[src/rtl/fetch_unit_if.sv]
// Fetch-stage bundle: decode handshake, redirect request and instruction-memory port.
interface fetch_unit_if #(
  parameter int FETCH_WIDTH     = 1,
  parameter int INST_ADDR_WIDTH = 32
);
  logic                         stall;
  logic                         flush;
  logic [INST_ADDR_WIDTH-1:0]   redirect_pc;
  logic                         imem_req;
  logic [INST_ADDR_WIDTH-1:0]   imem_addr;
  logic [31:0]                  imem_rdata;
  logic [32*FETCH_WIDTH-1:0]    Instruction_Code;
  logic [INST_ADDR_WIDTH-1:0]   pc_in;
  logic [INST_ADDR_WIDTH-1:0]   pc_plus_4_in;
  logic                         new_valid_in;

  // Fetch unit side.
  modport master (
    input  stall, flush, redirect_pc, imem_rdata,
    output imem_req, imem_addr, Instruction_Code, pc_in, pc_plus_4_in, new_valid_in
  );

  // Environment side: decode plus instruction memory.
  modport slave (
    output stall, flush, redirect_pc, imem_rdata,
    input  imem_req, imem_addr, Instruction_Code, pc_in, pc_plus_4_in, new_valid_in
  );
endinterface

[src/rtl/fetch_unit.sv]
// Instruction fetch: owns the fetch PC, issues one request per cycle to a
// 1-cycle-latency memory and buffers returned instructions in a 2-entry queue.
// Requests are credit-limited so every in-flight response always has a slot.
module fetch_unit #(
  parameter int                         FETCH_WIDTH     = 1,
  parameter int                         INST_ADDR_WIDTH = 32,
  parameter logic [INST_ADDR_WIDTH-1:0] RESET_PC        = '0
) (
  input  logic         clk,
  input  logic         reset,
  fetch_unit_if.master bus
);
  localparam int W = INST_ADDR_WIDTH;

  logic [W-1:0]  fetch_pc_q, fetch_pc_d;
  logic [W-1:0]  pc_q, pc_d;
  logic          inflight_q, inflight_d;
  logic          wr_ptr_q, wr_ptr_d;
  logic          rd_ptr_q, rd_ptr_d;
  logic [1:0]    count_q, count_d;
  logic [31:0]   instr_q [2];
  logic [31:0]   instr_d [2];
  logic [W-1:0]  epc_q   [2];
  logic [W-1:0]  epc_d   [2];

  logic          pop;
  logic          push;
  logic          issue;
  logic [2:0]    occupancy;

  // Next-state logic: flush overrides everything, otherwise push/pop/issue.
  always_comb begin
    fetch_pc_d = fetch_pc_q;
    pc_d       = pc_q;
    inflight_d = 1'b0;
    wr_ptr_d   = wr_ptr_q;
    rd_ptr_d   = rd_ptr_q;
    count_d    = count_q;
    instr_d[0] = instr_q[0];
    instr_d[1] = instr_q[1];
    epc_d[0]   = epc_q[0];
    epc_d[1]   = epc_q[1];

    pop       = (count_q != 2'd0) && !bus.stall;
    push      = inflight_q && !bus.flush;
    // Slots already promised (held + in flight) after this cycle's pop.
    occupancy = {1'b0, count_q} + {2'b00, inflight_q} - {2'b00, pop};
    // Gating with reset keeps the request low while reset is held.
    issue     = reset && !bus.flush && (occupancy < 3'd2);

    if (bus.flush) begin
      fetch_pc_d = {bus.redirect_pc[W-1:2], 2'b00};
      wr_ptr_d   = 1'b0;
      rd_ptr_d   = 1'b0;
      count_d    = 2'd0;
    end else begin
      inflight_d = issue;
      if (issue) begin
        fetch_pc_d = fetch_pc_q + W'(4);
        pc_d       = fetch_pc_q;
      end
      if (push) begin
        instr_d[wr_ptr_q] = bus.imem_rdata;
        epc_d[wr_ptr_q]   = pc_q;
        wr_ptr_d          = ~wr_ptr_q;
      end
      if (pop) begin
        rd_ptr_d = ~rd_ptr_q;
      end
      count_d = count_q + {1'b0, push} - {1'b0, pop};
    end
  end

  // State registers; payloads are cleared too so outputs read zero in reset.
  always_ff @(posedge clk or negedge reset) begin
    if (!reset) begin
      fetch_pc_q <= RESET_PC;
      pc_q       <= '0;
      inflight_q <= 1'b0;
      wr_ptr_q   <= 1'b0;
      rd_ptr_q   <= 1'b0;
      count_q    <= 2'd0;
      instr_q[0] <= '0;
      instr_q[1] <= '0;
      epc_q[0]   <= '0;
      epc_q[1]   <= '0;
    end else begin
      fetch_pc_q <= fetch_pc_d;
      pc_q       <= pc_d;
      inflight_q <= inflight_d;
      wr_ptr_q   <= wr_ptr_d;
      rd_ptr_q   <= rd_ptr_d;
      count_q    <= count_d;
      instr_q[0] <= instr_d[0];
      instr_q[1] <= instr_d[1];
      epc_q[0]   <= epc_d[0];
      epc_q[1]   <= epc_d[1];
    end
  end

  // Output mapping: head entry straight from the queue registers, lanes above 0 tied off.
  always_comb begin
    bus.Instruction_Code       = '0;
    bus.Instruction_Code[31:0] = instr_q[rd_ptr_q];
    bus.pc_in                  = epc_q[rd_ptr_q];
    bus.pc_plus_4_in           = epc_q[rd_ptr_q] + W'(4);
    bus.new_valid_in           = (count_q != 2'd0);
    bus.imem_req               = issue;
    bus.imem_addr              = fetch_pc_q;
  end
endmodule

[src/flat_wrapper.sv]
// flat-port wrapper written by rule: the top's interface ports become plain ports
module fetch_unit_flat 
#(
  parameter int                         FETCH_WIDTH     = 1,
  parameter int                         INST_ADDR_WIDTH = 32,
  parameter logic [INST_ADDR_WIDTH-1:0] RESET_PC        = '0
)
  (clk, reset, bus_stall, bus_flush, bus_redirect_pc, bus_imem_rdata, bus_imem_req, bus_imem_addr, bus_Instruction_Code, bus_pc_in, bus_pc_plus_4_in, bus_new_valid_in);
  fetch_unit_if #(.FETCH_WIDTH(FETCH_WIDTH), .INST_ADDR_WIDTH(INST_ADDR_WIDTH)) bus_i ();
  input  logic clk;
  input  logic reset;
  input wire logic [$bits(bus_i.stall)-1:0] bus_stall;
  input wire logic [$bits(bus_i.flush)-1:0] bus_flush;
  input wire logic [$bits(bus_i.redirect_pc)-1:0] bus_redirect_pc;
  input wire logic [$bits(bus_i.imem_rdata)-1:0] bus_imem_rdata;
  output wire logic [$bits(bus_i.imem_req)-1:0] bus_imem_req;
  output wire logic [$bits(bus_i.imem_addr)-1:0] bus_imem_addr;
  output wire logic [$bits(bus_i.Instruction_Code)-1:0] bus_Instruction_Code;
  output wire logic [$bits(bus_i.pc_in)-1:0] bus_pc_in;
  output wire logic [$bits(bus_i.pc_plus_4_in)-1:0] bus_pc_plus_4_in;
  output wire logic [$bits(bus_i.new_valid_in)-1:0] bus_new_valid_in;
  assign bus_i.stall = bus_stall;
  assign bus_i.flush = bus_flush;
  assign bus_i.redirect_pc = bus_redirect_pc;
  assign bus_i.imem_rdata = bus_imem_rdata;
  assign bus_imem_req = bus_i.imem_req;
  assign bus_imem_addr = bus_i.imem_addr;
  assign bus_Instruction_Code = bus_i.Instruction_Code;
  assign bus_pc_in = bus_i.pc_in;
  assign bus_pc_plus_4_in = bus_i.pc_plus_4_in;
  assign bus_new_valid_in = bus_i.new_valid_in;
  fetch_unit #(.FETCH_WIDTH(FETCH_WIDTH), .INST_ADDR_WIDTH(INST_ADDR_WIDTH), .RESET_PC(RESET_PC)) u_core (.clk(clk), .reset(reset), .bus(bus_i));
endmodule
[config.mk]
export PLATFORM = sky130hd
export DESIGN_NAME = fetch_unit_flat
export DESIGN_NICKNAME = d
export VERILOG_FILES = /design/src/rtl/fetch_unit_if.sv /design/src/rtl/fetch_unit.sv /design/src/flat_wrapper.sv
export SDC_FILE = /design/constraint.sdc
export NUM_CORES = 1
export LEC_CHECK = 0
export ABC_AREA = 1
export CAP_MARGIN = 5
export CORE_MARGIN = 2
export CORE_UTILIZATION = 36
export DETAILED_ROUTE_END_ITERATION = 7
export PLACE_DENSITY = 0.63
export SLEW_MARGIN = 25
export SYNTH_ARGS = -nofsm -noshare
export SYNTH_HDL_FRONTEND = slang
export SYNTH_SLANG_ARGS = --single-unit
[constraint.sdc]
create_clock -name clk -period 3.4 [get_ports clk]
set_input_delay 0.68 -clock clk [delete_from_list [all_inputs] [get_ports clk]]
set_output_delay 0.68 -clock clk [all_outputs]
set_load 0.03 [all_outputs]
==> results.toml, run 1 <==
[critical_path]
reg2reg_depth = 14
start_kind = "input pin"
arrival_ns = 2.54
critPathKind = "in -> out"
endpoint_kind = "output port"
r2r-start = "u_core.count_q[1]"
path_buf_inv = 4
cpPeakStageDelay_ns = 0.51
cp_cell_sequence = "clkdlybuf4s50_1, a21oi_2, inv_1, nor2_1, o21ai_0, fa_1, nand2_1, nor2_2, nand2_2, clkinv_1, buf_4"
rr_endpoint = "u_core.bus.imem_addr[9]"
crit_fanout = 3
crit_required_ns = 2.72
crit_family = "buffers and inverters"
critPathSlowestCell = "fa_1"
ff2ff_setup_slack_ns = 0.81

[clock_network]
numCtsBuffers = 17
cts_sinks = 189
htree_levels = 4
root_buffer = "clkbuf_16"
clockBufferDepth = 2
cts_tree = "built"
clock_latency_ns = 0.42
path_clk_slew_ns = 0.07

[finish]
drive_above_1_share_pct = 13.1
areaGrowthSynthToFinish_pct = 28.4
instances_no_fill = 1849
n_antenna_cell = 0
n_fill_cell = 2680
nets = 1568
area.sequential_sq_um = 4730
multiInputGateArea_sq_um = 4400

[power]
p_per_area_nw_per_um2 = 938
p_leak_uw = 0.00617
p_total_uw = 12000
ir_drop_v = 0.000456

[logic_synthesis]
yosys_warnings = 0
ys_ff_latch = 189
synth_top_cell_by_area = "dfrtp_1"
synthArstFlopShare_pct = 100
synth_area_sq_um = 9940
synth_edf_count = 0
synth_common_cells = "480 x nand2_1, 189 x dfrtp_1, 173 x o21ai_0, 136 x inv_1, 73 x nor2_1"
synth-main-ff-cell = "dfrtp_1"
ys_types = 36
synth.most_common_cell = "nand2_1"
synth_top_area_share_pct = 47.6
avgSynthCellArea_sq_um = 7.54
yosys-top-cells-area = "dfrtp_1 48%, nand2_1 18%, o21ai_0 8.7%"
ys_seq_area_share_pct = 47.6
syn_inst = 1318

[min_path]
timing.hold.worst.class = "in -> async"

[detailed_routing]
drt-pass1-iter-count = 5
vias = 8763
detail-route-antenna-nets = 0
drtIter0Drc = 665
vias_per_cell = 4.74
drt-wirelength-per-cell_um = 14.4
routed_wl_um = 26500
drc = 0

[grt]
grt_max_degree = 74
grtUsageTotal_pct = 18.5
grt_pass1_vias = 8078
overflow = 0
antenna_found_initial = 0
grt_pass1_wl_um = 42300

[timing]
timing.final.crit_share_pct = 94.8
final_hold_viol_count = 0
min_period_ns = 3.22
drv_slew = 0
fmax_mhz = 310
tns_ns = 0
fin_worst_skew_ns = 0.0129
maxSlewHeadroom_pct = 43.6
rsz0062_at_grt = "false"
setup_viol = 0
tightest_slew_ns = 0.845

[floorplan]
rows = 60
io_pins = 198
core_sq_um = 27000
fp.dieH_um = 170
die_x_um = 170
initial_core_util_pct = 36.8
dieArea_sq_um = 29000

[placed_design]
dpl.hpwl_um = 19300
port_buffers = 189
place_congestion = 0.900
post-place-cells = 1816

[outcome]
status = "finished, final reports clean"

[flow_run]
drv_cap = 0
==> layout by cell type (no fill, tap or decap), types with 19 or more instances in the layout <==
cell and instances:
nand2_1 477, dfrtp_1 188, o21ai_0 173, clkdlybuf4s50_1 137
inv_1 136, nor2_1 71, buf_4 60, nand3_1 56
nand2_2 40, nor2_2 20, xor2_1 19, nand2_4 19
==> flip-flops by register name, summed over array words and instances (netlist names) <==
register	count
u_core.bus.imem_addr	30
u_core.count_q	2
u_core.epc_q	60
u_core.inflight_q	1
u_core.instr_q	64
u_core.pc_q	30
u_core.rd_ptr_q	1
u_core.wr_ptr_q	1
==> power by group <==
part	total [uW]	internal, uW	switching [uW]
Sequential	3800	3140	656
Combinational	6250	2270	3970
Clock	1920	1010	918
Total	12000	6420	5550
==> cell families (layout without fill, tap and decap cells) <==
group,after synthesis,in the layout,synth area share (%)
compound gates,198,198,10.4
xor+xnor,26,26,2.29
fa+ha+maj,5,5,0.705
buf+inv,201,386,8.62
flops,189,189,47.6
other cells,1,6,0.0377
simple gates,698,698,30.4
==> worst register-to-register path: cells and delay by family, from the launching register on <==
kind / cells / cell delay (ns)
and+or+nand+nor: 6 / 0.58
buffers and inverters: 4 / 0.57
adders and majority gates: 1 / 0.51
DFF: 1 / 0.43
AOI/OAI and AO/OA: 3 / 0.39
==> through the flow <==
stage	util (%)	setup WS [ns]	instance area [sq um]	hold WS, ns
final	47.2	0.178	12800	0.0627
after global routing	47.2	0.00969	12800	0.0552
after CTS	47.1	0.0612	12700	0.0612
after detailed placement	44.9	0.0945	12100	0.468
after global placement	44.9	0.0766	12100	0.460
after floorplan	-	0.172	9960	0.384
==> worst max path at each step <==
stage	start	to	cells after the start
after detailed placement	bus_stall	bus_imem_req	11
after global routing	bus_stall	bus_imem_req	11
after floorplan	u_core.rd_ptr_q	bus_pc_plus_4_in[18]	9
after CTS	u_core.rd_ptr_q	bus_pc_plus_4_in[18]	10
after global placement	bus_stall	bus_imem_req	11
final	bus_stall	bus_imem_req	11
==> repair_timing <==
action | in CTS | in global routing
endpoints found under the setup margin | 1 | 11
gates resized for setup | 1 | 6
buffers inserted | 0 | 0
hold buffers | 0 | 0
==> routing by layer <==
metal,GRT usage (%),share of wire [%],vias to the layer above
met5,0,0,-
met4,4.31,1.2,0
met3,2.74,4.6,26
met2,28.4,44,244
met1,27.5,50,4056
li1,-,-,4437
==> final cells by class <==
cell class                      count  area share [%]
Inverter                          142            4.20
Clock inverter                     13           0.951
Clock buffer                       19            3.55
Sequential cell                   189            37.1
Timing Repair Buffer              212            16.4
Tap cell                          341            3.34
Multi-Input combinational cell    933            34.5
(Power assumes the default switching activity.)
==> run 2, diff against run 1 <==
PLACE_DENSITY = not set   (was 0.63)
==> results.toml, run 2 (synthesized netlist as in run 1, its figures left out) <==
[finish]
drive_above_1_share_pct = 12.8
n_fill_cell = 2713
largest_register_ffs = 64
nets = 1564
final_common_cell = "nand2_1"
multiInputGateArea_sq_um = 4410
areaGrowthSynthToFinish_pct = 28.7
top_regs = "u_core.instr_q x64, u_core.epc_q x60"
n_antenna_cell = 0
post-route-util_pct = 47.3
regMostFlops = "u_core.instr_q"
layout_common_cells = "477 x nand2_1, 188 x dfrtp_1, 172 x o21ai_0, 139 x clkdlybuf4s50_1, 136 x inv_1"
area.sequential_sq_um = 4730

[clock_network]
root_buffer = "clkbuf_16"
htree_levels = 4
cts_tree = "built"
clock_latency_ns = 0.43
numCtsBuffers = 17
cts_sinks = 189
cts_setup_buffers = 0
ctsHoldBuffers = 0
clockBufferDepth = 2
path_clk_slew_ns = 0.07

[critical_path]
critical_path.endpoint = "bus_pc_plus_4_in[14]"
crit_family = "simple AND/OR/NAND/NOR gates"
reg2reg_depth = 14
rr_endpoint = "u_core.bus.imem_addr[9]"
path_buf_inv = 2
crit_required_ns = 2.72
crit_fanout = 27
cp_cell_sequence = "buf_4, nand2_1, nand2_4, nand2_1, nor2_1, nand2_1, nor2_2, xor2_1, buf_4"
critPathKind = "reg -> out"
arrival_ns = 2.55
critPathSlowestCell = "dfrtp_2"
startpoint = "u_core.rd_ptr_q"
start_kind = "flop"
endpoint_kind = "output port"
worst-path-stages = 9
cpPeakStageDelay_ns = 0.44
ff2ff_setup_slack_ns = 0.72
r2r-start = "u_core.count_q[1]"
path_common_cell = "nand2_1"

[power]
p_clk_share_pct = 18.2
p_per_area_nw_per_um2 = 955
p_leak_uw = 0.00618
share_comb_of_total_power_pct = 50.8
ir_drop_v = 0.000657
intPower_uw = 6730
p_sw_share_pct = 44.9
power_frac_seq_pct = 31.1
p_sw_uw = 5480

[grt]
grt_max_degree = 125
grt_pass1_wl_um = 43000
grtUsageTotal_pct = 18.7
antenna_found_initial = 0
grt_pass1_vias = 8125
overflow = 0

[timing]
whs_ns = 0.114
fmax_mhz = 309
rsz0062_at_grt = "false"
drv_slew = 0
tightest_slew_ns = 0.865
maxSlewHeadroom_pct = 42.3
final_hold_viol_count = 0
setup_viol = 0
tns_ns = 0
min_period_ns = 3.23
timing.final.crit_share_pct = 95.0
fin_worst_skew_ns = 0.0109

[detailed_routing]
vias = 8708
drc = 0
detail-route-antenna-nets = 0
drt-pass1-iter-count = 5
drt-wirelength-per-cell_um = 14.4
vias_per_cell = 4.72
routed_wl_um = 26500
drtIter0Drc = 744

[flow_run]
drv_cap = 0

[floorplan]
die_x_um = 170
rows = 60
initial_core_util_pct = 36.8
fp.dieH_um = 170
core_sq_um = 27000
io_pins = 198
dieArea_sq_um = 29000

[placed_design]
port_buffers = 189
place_congestion = 0.898
dpl.hpwl_um = 18900

[outcome]
status = "finished, final reports clean"

[min_path]
timing.hold.worst.class = "in -> async"
run 2: area by class of cell:
cell class	count	area share, %
sequential	189	37.0
clock inverter	12	1.62
inverter	142	4.17
tap	341	3.34
multi-input combinational	933	34.5
clock buffer	20	3.57
timing repair buffer	208	15.8
run 2: power groups by stage:
stage,clock [uW],sequential [uW],combinational [uW]
after detailed placement,0,3820,6200
final,2220,3800,6200
after global placement,0,3790,6140
after floorplan,0,3920,3670
after CTS,2290,3790,6230
after global routing,2370,3920,6800
run 2: timing repair:
item,CTS,global route
cloned,0,1
gates resized for setup,2,5
setup endpoints to repair,1,6
run 2: metrics by stage:
stage               setup slack (ns)  std cells  power (uW)  instance area (sq um)
floorplan                      0.172       1323        7590                   9960
global route                  0.0135       1845       13100                  12800
finish                         0.169       1845       12200                  12800
global placement               0.104       1812        9930                  12100
detailed placement            0.0730       1812       10000                  12100
CTS                           0.0575       1844       12300                  12700
run 2: worst min-delay path by stage:
stage | endpoint | cells past startpoint
2_1_floorplan | u_core.bus.imem_addr[10] | 0
3_3_place_gp | u_core.epc_q[63] | 2
3_5_place_dp | u_core.instr_q[36] | 2
4_1_cts | u_core.bus.imem_addr[15] | 1
5_1_grt | u_core.inflight_q | 1
6_report | u_core.bus.imem_addr[7] | 1
run 2: metal layers:
metal	up-vias	track usage [%]	share of wire (%)
met5	-	0	0
met4	0	3.90	0.80
met3	14	2.79	4.8
met2	240	27.9	43
met1	4024	28.7	51
li1	4430	-	-
